## config.mk

```make
export PLATFORM = sky130hd
export DESIGN_NAME = stream_mux_nto1
export DESIGN_NICKNAME = d
export VERILOG_FILES = /design/src/rtl/stream_mux_nto1.sv
export SDC_FILE = /design/constraint.sdc
export NUM_CORES = 1
export LEC_CHECK = 0
export ABC_AREA = 0
export CAP_MARGIN = 20
export CORE_ASPECT_RATIO = 0.7
export CORE_MARGIN = 2
export CORE_UTILIZATION = 32
export CTS_CLUSTER_SIZE = 30
export DETAILED_ROUTE_END_ITERATION = 8
export HOLD_SLACK_MARGIN = 0.15
export PLACE_DENSITY = 0.76
export SLEW_MARGIN = 10
export SYNTH_ARGS = -nofsm -noshare
export SYNTH_HDL_FRONTEND = slang
export SYNTH_SLANG_ARGS = --single-unit
```

## constraint.sdc

```tcl
create_clock -name clk -period 2 [get_ports clk]
set_clock_uncertainty 0.2 [all_clocks]
set_input_delay 0.4 -clock clk [delete_from_list [all_inputs] [get_ports clk]]
set_output_delay 0.4 -clock clk [all_outputs]
set_load 0.005 [all_outputs]
```

## src/rtl/stream_mux_nto1.sv

```systemverilog
// rtl/stream_mux_nto1.sv - N-to-1 handshaked stream mux with select or round-robin grant and registered output
module stream_mux_nto1 #(
  parameter int N_CH   = 4,
  parameter int DATA_W = 8,
  parameter int MODE   = 0,
  localparam int SEL_W = (N_CH <= 2) ? 1 : $clog2(N_CH)
) (
  input  logic                     clk,
  input  logic                     rst_n,
  input  logic [SEL_W-1:0]         sel,
  input  logic [N_CH-1:0]          in_valid,
  input  logic [N_CH*DATA_W-1:0]   in_data,
  output logic [N_CH-1:0]          in_ready,
  output logic                     out_valid,
  output logic [DATA_W-1:0]        out_data,
  output logic [SEL_W-1:0]         out_ch,
  input  logic                     out_ready
);

  logic                r_out_valid;
  logic [DATA_W-1:0]   r_out_data;
  logic [SEL_W-1:0]    r_out_ch;
  logic [SEL_W-1:0]    r_rr_ptr;

  logic                w_load;
  logic                w_xfer;
  logic [N_CH-1:0]     w_sel_grant;
  logic [N_CH-1:0]     w_rr_grant;
  logic [N_CH-1:0]     w_grant;
  logic [SEL_W-1:0]    w_sel_idx;
  logic [SEL_W-1:0]    w_rr_idx;
  logic [SEL_W-1:0]    w_idx;
  logic [DATA_W-1:0]   w_data;

  // External select: an out-of-range sel matches no channel and grants nothing.
  always_comb begin
    w_sel_grant = '0;
    w_sel_idx   = sel;
    for (int k = 0; k < N_CH; k++) begin
      if (int'(sel) == k) w_sel_grant[k] = in_valid[k];
    end
  end

  // Round-robin: scan upward from the channel after the last winner.
  always_comb begin : rr_arb
    int   v_c;
    logic v_found;
    w_rr_grant = '0;
    w_rr_idx   = '0;
    v_found    = 1'b0;
    v_c        = 0;
    for (int i = 1; i <= N_CH; i++) begin
      v_c = (int'(r_rr_ptr) + i) % N_CH;
      if (!v_found && in_valid[v_c]) begin
        w_rr_grant[v_c] = 1'b1;
        w_rr_idx        = SEL_W'(v_c);
        v_found         = 1'b1;
      end
    end
  end

  assign w_grant  = (MODE == 1) ? w_rr_grant : w_sel_grant;
  assign w_idx    = (MODE == 1) ? w_rr_idx   : w_sel_idx;
  assign w_load   = !r_out_valid || out_ready;
  // Ready is forced low during reset so no handshake can complete while held in reset.
  assign in_ready = (rst_n && w_load) ? w_grant : '0;
  assign w_xfer   = |in_ready;
  assign w_data   = in_data[int'(w_idx)*DATA_W +: DATA_W];

  always_ff @(posedge clk or negedge rst_n) begin
    if (!rst_n) begin
      r_out_valid <= 1'b0;
      r_out_data  <= '0;
      r_out_ch    <= '0;
      r_rr_ptr    <= SEL_W'(N_CH - 1);
    end else if (w_xfer) begin
      r_out_valid <= 1'b1;
      r_out_data  <= w_data;
      r_out_ch    <= w_idx;
      r_rr_ptr    <= w_idx;
    end else if (out_ready) begin
      r_out_valid <= 1'b0;
    end
  end

  assign out_valid = r_out_valid;
  assign out_data  = r_out_data;
  assign out_ch    = r_out_ch;

endmodule

```

==> results of run 1 <==
==> state kept, by name (all words and copies together) (netlist names) <==
name and cells:
out_data 8, out_ch 2, out_valid 1
==> per-layer routing <==
metal | up-vias | routed length [um] | track usage, %
met5 | - | 0 | 0
met4 | 0 | 0 | 1.30
met3 | 0 | 158 | 6.57
met2 | 33 | 1140 | 34.2
met1 | 327 | 965 | 22.3
li1 | 324 | - | -
==> synth_stat cells <==
library cell	n
nor3b_1	2
o22a_1	1
nand3b_4	1
nand3_1	1
buf_4	1
mux2_2	5
mux2i_1	2
mux4_2	5
o21ai_0	2
buf_6	2
mux2_1	4
buf_8	1
nor2_1	2
nand2_1	3
nand2b_1	1
dfrtp_1	11
mux4_1	3
==> how the worst max path moves through the flow <==
| stage | startpoint | to | cells after the start |
|---|---|---|---|
| 6_report | in_valid[1] | in_ready[1] | 4 |
| 5_1_grt | in_valid[1] | in_ready[1] | 4 |
| 3_5_place_dp | out_ready | in_ready[2] | 5 |
| 4_1_cts | in_valid[1] | in_ready[1] | 4 |
| 3_3_place_gp | out_ready | in_ready[3] | 6 |
| 2_1_floorplan | sel[0] | out_data[0]$_DFFE_PN0P_ | 4 |
==> repair_timing <==
action	CTS	global route
resized for setup	32	0
setup endpoints to repair	13	0
endpoints found under the hold margin	0	0
setup buffers	1	0
==> layout make-up <==
cell class,count,area [um2],share of cell area (%)
repair buffers,65,613,43.2
multi-input cells,33,463,32.7
flip-flops and latches,11,275,19.4
well taps,32,40.0,2.82
clock buffers,4,26.3,1.85
==> per-stage QoR <==
step	total power, mW	hold WS, ns	utilization [%]
floorplan	0.434	-0.0956	-
global placement	0.661	0.277	62.2
detailed placement	0.677	0.281	62.2
CTS	0.851	0.177	66.3
global route	0.899	0.199	66.3
finish	0.841	0.174	66.3
==> layout by cell type, fill, tap and decap left out, types with 4 or more instances in the layout <==
cell / n
clkdlybuf4s50_1: 47
dfrtp_1: 11
buf_4: 8
mux4_2: 5
mux2_2: 5
mux2_1: 4
dlygate4sd2_1: 4
==> logic make-up (layout without fill, tap and decap cells) <==
group           count (synthesis)  after routing  share of synthesized area [%]
compound gates                  3              4                           2.62
mux                            19             19                           43.6
buf+inv                         4             69                           6.28
flops                          11             11                           38.4
simple gates                   10             10                           9.07
==> where the power goes <==
group | switching, mW | total [mW] | internal, mW
Sequential | 0.0333 | 0.317 | 0.284
Combinational | 0.108 | 0.372 | 0.264
Clock | 0.0744 | 0.152 | 0.0771
==> run summary, run 1 <==
### Status
- run status: finished clean

### Power and ir drop
- leakage power: 0.578 nW
- Max rail drop VDD: 0.284 mV
- total power density per cell area: 593 nW/um2

### Yosys
- fraction of the yosys area taken by sequential cells: 38.4%
- number of synthesized register bits: 11
- top post-synthesis cells by area: dfrtp_1 38%, mux4_2 16%, mux4_1 11%, mux2_2 7.9%, mux2_1 6.3%
- fraction of post-synthesis cell area in the top cell type by area: 38.4%
- Avg Inst Size Synth: 15.3 um2
- number of distinct library cells after synthesis: 17
- number of standard cells after synthesis: 47
- syn_nets: 88
- Yosys warnings: 0
- area of the mapped netlist: 717 um2
- cell type with the largest total area after synthesis: dfrtp_1

### Worst setup path
- data required time at the worst endpoint: 1.40 ns
- sort of element at the start of the critical path: primary input
- critical path's slowest cell: clkdlybuf4s50_1
- cells along the critical path: clkdlybuf4s50_1 > nand2_1 > nor2_1 > clkdlybuf4s15_1
- register-to-register path setup slack: 0.28 ns
- critical path's largest stage delay: 0.53 ns
- type of the worst setup path: primary input to output pin
- crit path capture type: output pin
- startpoint of the worst register-to-register path: out_valid$_DFFE_PN0P_
- depth of the worst register-to-register path: 5
- Buffers & Inverters on Critical Path: 2
- data arrival time at the worst-slack endpoint: 1.29 ns
- largest fanout on the critical path: 2
- top cell family by delay on the critical path: buffers and inverters
- reg2reg end: out_data[2]$_DFFE_PN0P_

### Routing
- via count: 684
- detail-routed via count per cell: 4.72
- DRT iter0 DRCs: 15
- Antenna Nets Post-Route: 0
- post-detailed-routing wire length: 2.26 mm
- post-detailed-route DRC marker count: 0
- count of TritonRoute iterations in the first routing pass: 4
- post-detailed-route wirelength per cell: 15.6 um

### Die
- number of ports placed on the die boundary: 56
- height of the chip: 43.6 um
- Initial Util: 33.5%
- DIE AREA: 2640 um2
- horizontal extent of the die: 60.6 um
- count of standard-cell rows: 14
- Core Area: 2140 um2

### Timing
- maximum achievable frequency: 528 MHz
- Final Cycle Share: 94.7%
- Fin. Hold Viols: 0
- fin worst setup slack: 0.106 ns
- max-slew violation total from the final report: 0
- RSZ-0062 raised after global routing: no
- worst slew margin relative to its limit: 83.2%
- transition time at the pin with the least slew margin: 0.252 ns
- total of endpoints with negative setup slack in the final report: 0
- Period minus WS final: 1.89 ns
- setup tns final: 0 ns

### Clocking
- number of buffers on the longest clock path: 2
- CTS sink count: 11
- clock slew at the register clock pins of the worst setup and hold paths: 0.07 ns
- Clock H-tree levels: 1
- source-to-sink clock delay at the later pin of the worst-skew pair: 0.27 ns
- clock root buffer master: clkbuf_4
- number of buffers added to fix hold violations after cts: 0
- Num CTS Buffers: 3
- TritonCTS clock tree: yes

### Placed design
- Placed Instances: 139
- pre-CTS setup slack: -0.599 ns
- input/output buffers: 55
- final weighted congestion in routability-driven placement: 0.754
- final HPWL from detailed placement: 1.78 mm
- Post-Place Cell Area: 1330 um2

### Job
- count of max-cap constraint violations: 0

### Min path
- Worst Hold Class: primary input to async pin

### Layout
- NumNets Final: 155
- Diodes inserted: 0
- share of layout cells above drive strength 1: 31.0%
- final non-filler cell area: 1420 um2
- count of filler cells inserted in the layout: 173
- synthesis-to-layout area growth: 97.7%
- number of standard cells in the final layout excluding fillers: 145

### Global routing
- pin count of the biggest net entering global routing: 12
- GRT Residual Overflow: 0
- overall track demand over capacity in global routing: 18.8%
- number of antenna violations at the first check in global routing: 0
- number of global-route vias before repair: 710
- first-pass GRT wire length: 3.53 mm

No activity file was read; power rests on OpenSTA's default activity.
==> run 2, diff against run 1 <==
--- a/config.mk
+++ b/config.mk
@@ -8,8 +8,9 @@
 export ABC_AREA = 0
 export CAP_MARGIN = 20
 export CORE_ASPECT_RATIO = 0.7
-export CORE_MARGIN = 2
+export CORE_MARGIN = 5
 export CORE_UTILIZATION = 32
+export CTS_BUF_LIST = sky130_fd_sc_hd__clkbuf_16
 export CTS_CLUSTER_SIZE = 30
 export DETAILED_ROUTE_END_ITERATION = 8
 export HOLD_SLACK_MARGIN = 0.15
==> run 2 against run 1 <==
Effect of this change: cell area is 1.9% higher; final cell count is 0.69% lower; fmax is 0.86% higher; clock-buffer cell count is 1 lower; total power is 24% higher; critical path depth is 1 higher; clock power is 130% higher; critical endpoint is now out_data[2]$_DFFE_PN0P_; non-clock buffer count stayed put.
==> run summary, run 2 (same netlist as run 1, synthesis figures left out) <==
### Layout
- register area: 275 um2
- commonest non-fill, non-tap cells in the layout: 47 x clkdlybuf4s50_1, 11 x dfrtp_1, 7 x mux4_2, 7 x buf_4, 5 x mux2_2
- number of standard cells in the final layout excluding fillers: 144
- Diodes inserted: 0
- NumNets Final: 154
- number of flip-flops under the largest register name: 8
- share of layout cells above drive strength 1: 32.1%
- count of filler cells inserted in the layout: 183
- total area of multi-input combinational cells: 423 um2
- most common library cell in the layout ignoring fill and taps: clkdlybuf4s50_1
- synthesis-to-layout area growth: 102%

### Routing
- Antenna Nets Post-Route: 0
- post-detailed-route DRC marker count: 0
- detail-routed via count per cell: 4.72
- via count: 680
- count of TritonRoute iterations in the first routing pass: 2
- post-detailed-routing wire length: 2.42 mm
- post-detailed-route wirelength per cell: 16.8 um
- DRT iter0 DRCs: 2

### Global routing
- number of global-route vias before repair: 791
- GRT Residual Overflow: 0
- number of antenna violations at the first check in global routing: 0
- overall track demand over capacity in global routing: 15.9%
- first-pass GRT wire length: 3.85 mm
- pin count of the biggest net entering global routing: 12

### Placed design
- final HPWL from detailed placement: 1.91 mm
- input/output buffers: 55
- final weighted congestion in routability-driven placement: 0.738
- pre-CTS setup slack: -0.548 ns
- Placed Instances: 137

### Timing
- Hold Slack: 0.238 ns
- maximum achievable frequency: 533 MHz
- Period minus WS final: 1.88 ns
- transition time at the pin with the least slew margin: 0.285 ns
- setup tns final: 0 ns
- RSZ-0062 raised after global routing: no
- worst slew margin relative to its limit: 81.0%
- fin worst setup slack: 0.122 ns
- Fin. Hold Viols: 0
- Final Cycle Share: 93.9%
- total of endpoints with negative setup slack in the final report: 0
- max-slew violation total from the final report: 0

### Worst setup path
- data arrival time at the worst-slack endpoint: 1.79 ns
- depth of the worst register-to-register path: 5
- startpoint of the worst register-to-register path: out_valid$_DFFE_PN0P_
- register-to-register path setup slack: 0.28 ns
- top cell family by delay on the critical path: multiplexers
- critical path's slowest cell: mux4_1
- critical path's largest stage delay: 0.54 ns
- type of the worst setup path: primary input to flip-flop
- reg2reg end: out_data[3]$_DFFE_PN0P_
- crit path capture type: flip-flop
- sort of element at the start of the critical path: primary input
- largest fanout on the critical path: 5
- data required time at the worst endpoint: 1.91 ns
- cells along the critical path: dlygate4sd2_1 > buf_6 > buf_12 > mux4_1 > mux2_1
- Buffers & Inverters on Critical Path: 3

### Clocking
- TritonCTS clock tree: yes
- clock root buffer master: clkbuf_16
- number of buffers added to fix hold violations after cts: 0
- CTS sink count: 11
- clock slew at the register clock pins of the worst setup and hold paths: 0.04 ns
- Clock H-tree levels: 1
- number of buffers on the longest clock path: 2
- Num CTS Buffers: 3
- source-to-sink clock delay at the later pin of the worst-skew pair: 0.24 ns

### Power and ir drop
- total power density per cell area: 718 nW/um2
- Max rail drop VDD: 0.485 mV
- leakage power: 0.618 nW
- Total Power: 1.04 mW

### Die
- horizontal extent of the die: 66.6 um
- height of the chip: 49.6 um
- Core Area: 2140 um2
- number of ports placed on the die boundary: 56
- DIE AREA: 3300 um2
- count of standard-cell rows: 14
- Initial Util: 33.5%

### Job
- count of max-cap constraint violations: 0

### Status
- run status: finished clean

### Min path
- Worst Hold Class: primary input to async pin

## run 2: changes by cell type in the layout (fill, tap and decap cells not counted), moves of 2 or more
cell / delta
dlymetal6s2s_1: +2
mux4_1: -2
dlygate4sd2_1: -2
mux2i_1: +2
clkbuf_4: -3
clkbuf_16: +3
mux4_2: +2
mux2i_4: -2
## run 2: layout make-up
type | instances | area share (%)
timing repair buffer | 65 | 43.5
clock buffer | 3 | 5.19
tap | 32 | 2.77
multi-input combinational | 32 | 29.3
clock inverter | 1 | 0.260
sequential | 11 | 19.0
## run 2: per-layer routing
layer | global-route usage (%) | vias to the layer above | part of all wire [%]
met5 | 0 | - | 0
met4 | 4.05 | 0 | 0.79
met3 | 8.18 | 2 | 9.5
met2 | 27.3 | 36 | 51
met1 | 17.0 | 330 | 39
li1 | - | 312 | -
## run 2: timing repair
| action | 4_1_cts | 5_1_grt |
|---|---|---|
| pin swaps | 4 | 2 |
| cloned | 1 | 0 |
| gates resized for setup | 27 | 5 |
| buffers inserted | 2 | 0 |
| endpoints found under the setup margin | 13 | 12 |
## run 2: worst reg2reg max path, cell delays in order, from the launching register on
cell and delay (ns):
dfrtp_1 0.40, nand2b_4 0.12, nand3_4 0.09, buf_4 0.15, o22a_2 0.29, mux2_1 0.35
## run 2: worst max-delay path by stage
stage | from | end | cells past startpoint
2_1_floorplan | sel[0] | out_data[0]$_DFFE_PN0P_ | 4
3_3_place_gp | out_ready | in_ready[2] | 5
3_5_place_dp | out_ready | in_ready[2] | 5
4_1_cts | out_ready | in_ready[3] | 5
5_1_grt | sel[0] | out_data[2]$_DFFE_PN0P_ | 5
6_report | sel[0] | out_data[2]$_DFFE_PN0P_ | 5
## run 2: power by group
part	total (mW)	internal, mW	switching (mW)
Clock	0.354	0.262	0.0921
Sequential	0.319	0.285	0.0334
Combinational	0.366	0.260	0.106
## run 2: metrics by stage
| step | util [%] | cell area, um2 |
|---|---|---|
| after floorplan | - | 717 |
| after global placement | 62.1 | 1330 |
| after detailed placement | 62.1 | 1330 |
| after CTS | 67.2 | 1440 |
| after global routing | 67.6 | 1450 |
| final | 67.6 | 1450 |
==> run 3, diff against run 2 <==
--- a/config.mk
+++ b/config.mk
@@ -14,6 +14,7 @@
 export CTS_CLUSTER_SIZE = 30
 export DETAILED_ROUTE_END_ITERATION = 8
 export HOLD_SLACK_MARGIN = 0.15
+export MAX_ROUTING_LAYER = met4
 export PLACE_DENSITY = 0.76
 export SLEW_MARGIN = 10
 export SYNTH_ARGS = -nofsm -noshare
==> run 3 against run 2 <==
Effect of this change: total power about the same; final cell count unchanged; critical path type unchanged; die area unchanged; largest cell class unchanged; combinational power about the same.
==> run summary, run 3 (same netlist as run 1, synthesis figures left out) <==
### Power and ir drop
- Switch Pwr: 231 uW
- cell internal power dissipation: 807 uW
- sequential cell fraction of total power: 30.7%
- total power density per cell area: 718 nW/um2
- leakage power: 0.618 nW
- Max rail drop VDD: 0.485 mV
- switching power as a share of total power: 22.3%
- part of the power in combinational logic: 35.2%
- clock group share of total power: 34.1%

### Timing
- worst slew margin relative to its limit: 81.0%
- max-slew violation total from the final report: 0
- Period minus WS final: 1.88 ns
- transition time at the pin with the least slew margin: 0.285 ns
- RSZ-0062 raised after global routing: no
- Hold Slack: 0.238 ns
- Final Cycle Share: 93.8%
- Fin. Hold Viols: 0
- total of endpoints with negative setup slack in the final report: 0
- maximum achievable frequency: 533 MHz

### Worst setup path
- data required time at the worst endpoint: 1.91 ns
- top cell family by delay on the critical path: multiplexers
- crit path capture type: flip-flop
- depth of the worst register-to-register path: 5
- register-to-register path setup slack: 0.28 ns
- critical path's slowest cell: mux4_1
- data arrival time at the worst-slack endpoint: 1.79 ns
- cells along the critical path: dlygate4sd2_1 > buf_6 > buf_12 > mux4_1 > mux2_1
- largest fanout on the critical path: 5
- total stage count of the critical path: 5
- critical path's largest stage delay: 0.54 ns
- sort of element at the start of the critical path: primary input
- Buffers & Inverters on Critical Path: 3
- type of the worst setup path: primary input to flip-flop

### Layout
- synthesis-to-layout area growth: 102%
- number of standard cells in the final layout excluding fillers: 144
- Diodes inserted: 0
- share of layout cells above drive strength 1: 32.1%
- NumNets Final: 154
- number of flip-flops under the largest register name: 8
- commonest non-fill, non-tap cells in the layout: 47 x clkdlybuf4s50_1, 11 x dfrtp_1, 7 x mux4_2, 7 x buf_4, 5 x mux2_2
- final non-filler cell area: 1450 um2
- most common library cell in the layout ignoring fill and taps: clkdlybuf4s50_1

### Placed design
- Post-Place Cell Area: 1330 um2
- input/output buffers: 55
- final HPWL from detailed placement: 1.91 mm
- final weighted congestion in routability-driven placement: 0.747
- Placed Instances: 137

### Routing
- count of TritonRoute iterations in the first routing pass: 2
- Antenna Nets Post-Route: 0
- post-detailed-route wirelength per cell: 16.7 um
- post-detailed-routing wire length: 2.41 mm
- via count: 681
- DRT iter0 DRCs: 2
- post-detailed-route DRC marker count: 0
- detail-routed via count per cell: 4.73

### Clocking
- Num CTS Buffers: 3
- clock slew at the register clock pins of the worst setup and hold paths: 0.04 ns
- clock root buffer master: clkbuf_16
- TritonCTS clock tree: yes
- source-to-sink clock delay at the later pin of the worst-skew pair: 0.24 ns
- Clock H-tree levels: 1
- number of buffers on the longest clock path: 2
- number of buffers added to fix hold violations after cts: 0
- CTS sink count: 11

### Min path
- Worst Hold Class: primary input to async pin

### Die
- Initial Util: 33.5%
- height of the chip: 49.6 um
- DIE AREA: 3300 um2
- number of ports placed on the die boundary: 56
- count of standard-cell rows: 14
- horizontal extent of the die: 66.6 um
- Core Area: 2140 um2

### Global routing
- number of antenna violations at the first check in global routing: 0
- number of global-route vias before repair: 791
- first-pass GRT wire length: 3.85 mm
- overall track demand over capacity in global routing: 16.3%
- pin count of the biggest net entering global routing: 12
- GRT Residual Overflow: 0

### Status
- run status: finished clean

### Job
- count of max-cap constraint violations: 0

[run 3: cell counts in the layout (fill, tap and decap cells not counted)]
Identical to the previous run, type by type.
[run 3: worst paths after layout]
path	to	start
worst max-delay path	out_data[2]$_DFFE_PN0P_	sel[0]
worst min-delay path	out_ch[0]$_DFFE_PN0P_	rst_n
worst max register to register	out_data[3]$_DFFE_PN0P_	out_valid$_DFFE_PN0P_
worst min register to register	out_data[1]$_DFFE_PN0P_	out_data[1]$_DFFE_PN0P_
max in group asynchronous	out_data[0]$_DFFE_PN0P_	rst_n
min in group clk	out_data[1]$_DFFE_PN0P_	out_data[1]$_DFFE_PN0P_
[run 3: final cells by class]
type                       instances  area [um2]
sequential                        11         275
tap                               32        40.0
clock buffer                       3        75.1
multi-input combinational         32         423
timing repair buffer              65         628
clock inverter                     1        3.75
fill                             183         692
[run 3: layer usage]
layer / vias up / track usage, % / routed length (um)
met3: 4 / 7.50 / 208
met4: 0 / 4.05 / 29
li1: 313 / - / -
met2: 36 / 27.3 / 1210
met1: 328 / 17.4 / 958
met5: - / - / 0
[run 3: power groups by stage]
stage | combinational [mW] | sequential [mW] | clock, mW
2_1_floorplan | 0.112 | 0.322 | 0
3_3_place_gp | 0.349 | 0.316 | 0
3_5_place_dp | 0.359 | 0.320 | 0
4_1_cts | 0.370 | 0.319 | 0.364
5_1_grt | 0.393 | 0.327 | 0.380
6_report | 0.366 | 0.319 | 0.354
[run 3: what timing repair did]
| item | in CTS | in global routing |
|---|---|---|
| resized for setup | 27 | 5 |
| buffers inserted | 2 | 0 |
| pin swaps | 4 | 2 |
| setup endpoints to repair | 13 | 12 |
| gates cloned | 1 | 0 |
[run 3: through the flow]
step | utilization [%] | setup TNS (ns) | setup slack, ns | power (mW)
2_1_floorplan | - | 0 | 0.302 | 0.434
5_1_grt | 67.6 | 0 | 0.0842 | 1.10
6_report | 67.6 | 0 | 0.125 | 1.04
3_3_place_gp | 62.1 | -5.98 | -0.538 | 0.665
3_5_place_dp | 62.1 | -6.06 | -0.548 | 0.679
4_1_cts | 67.2 | -0.0499 | -0.0369 | 1.05
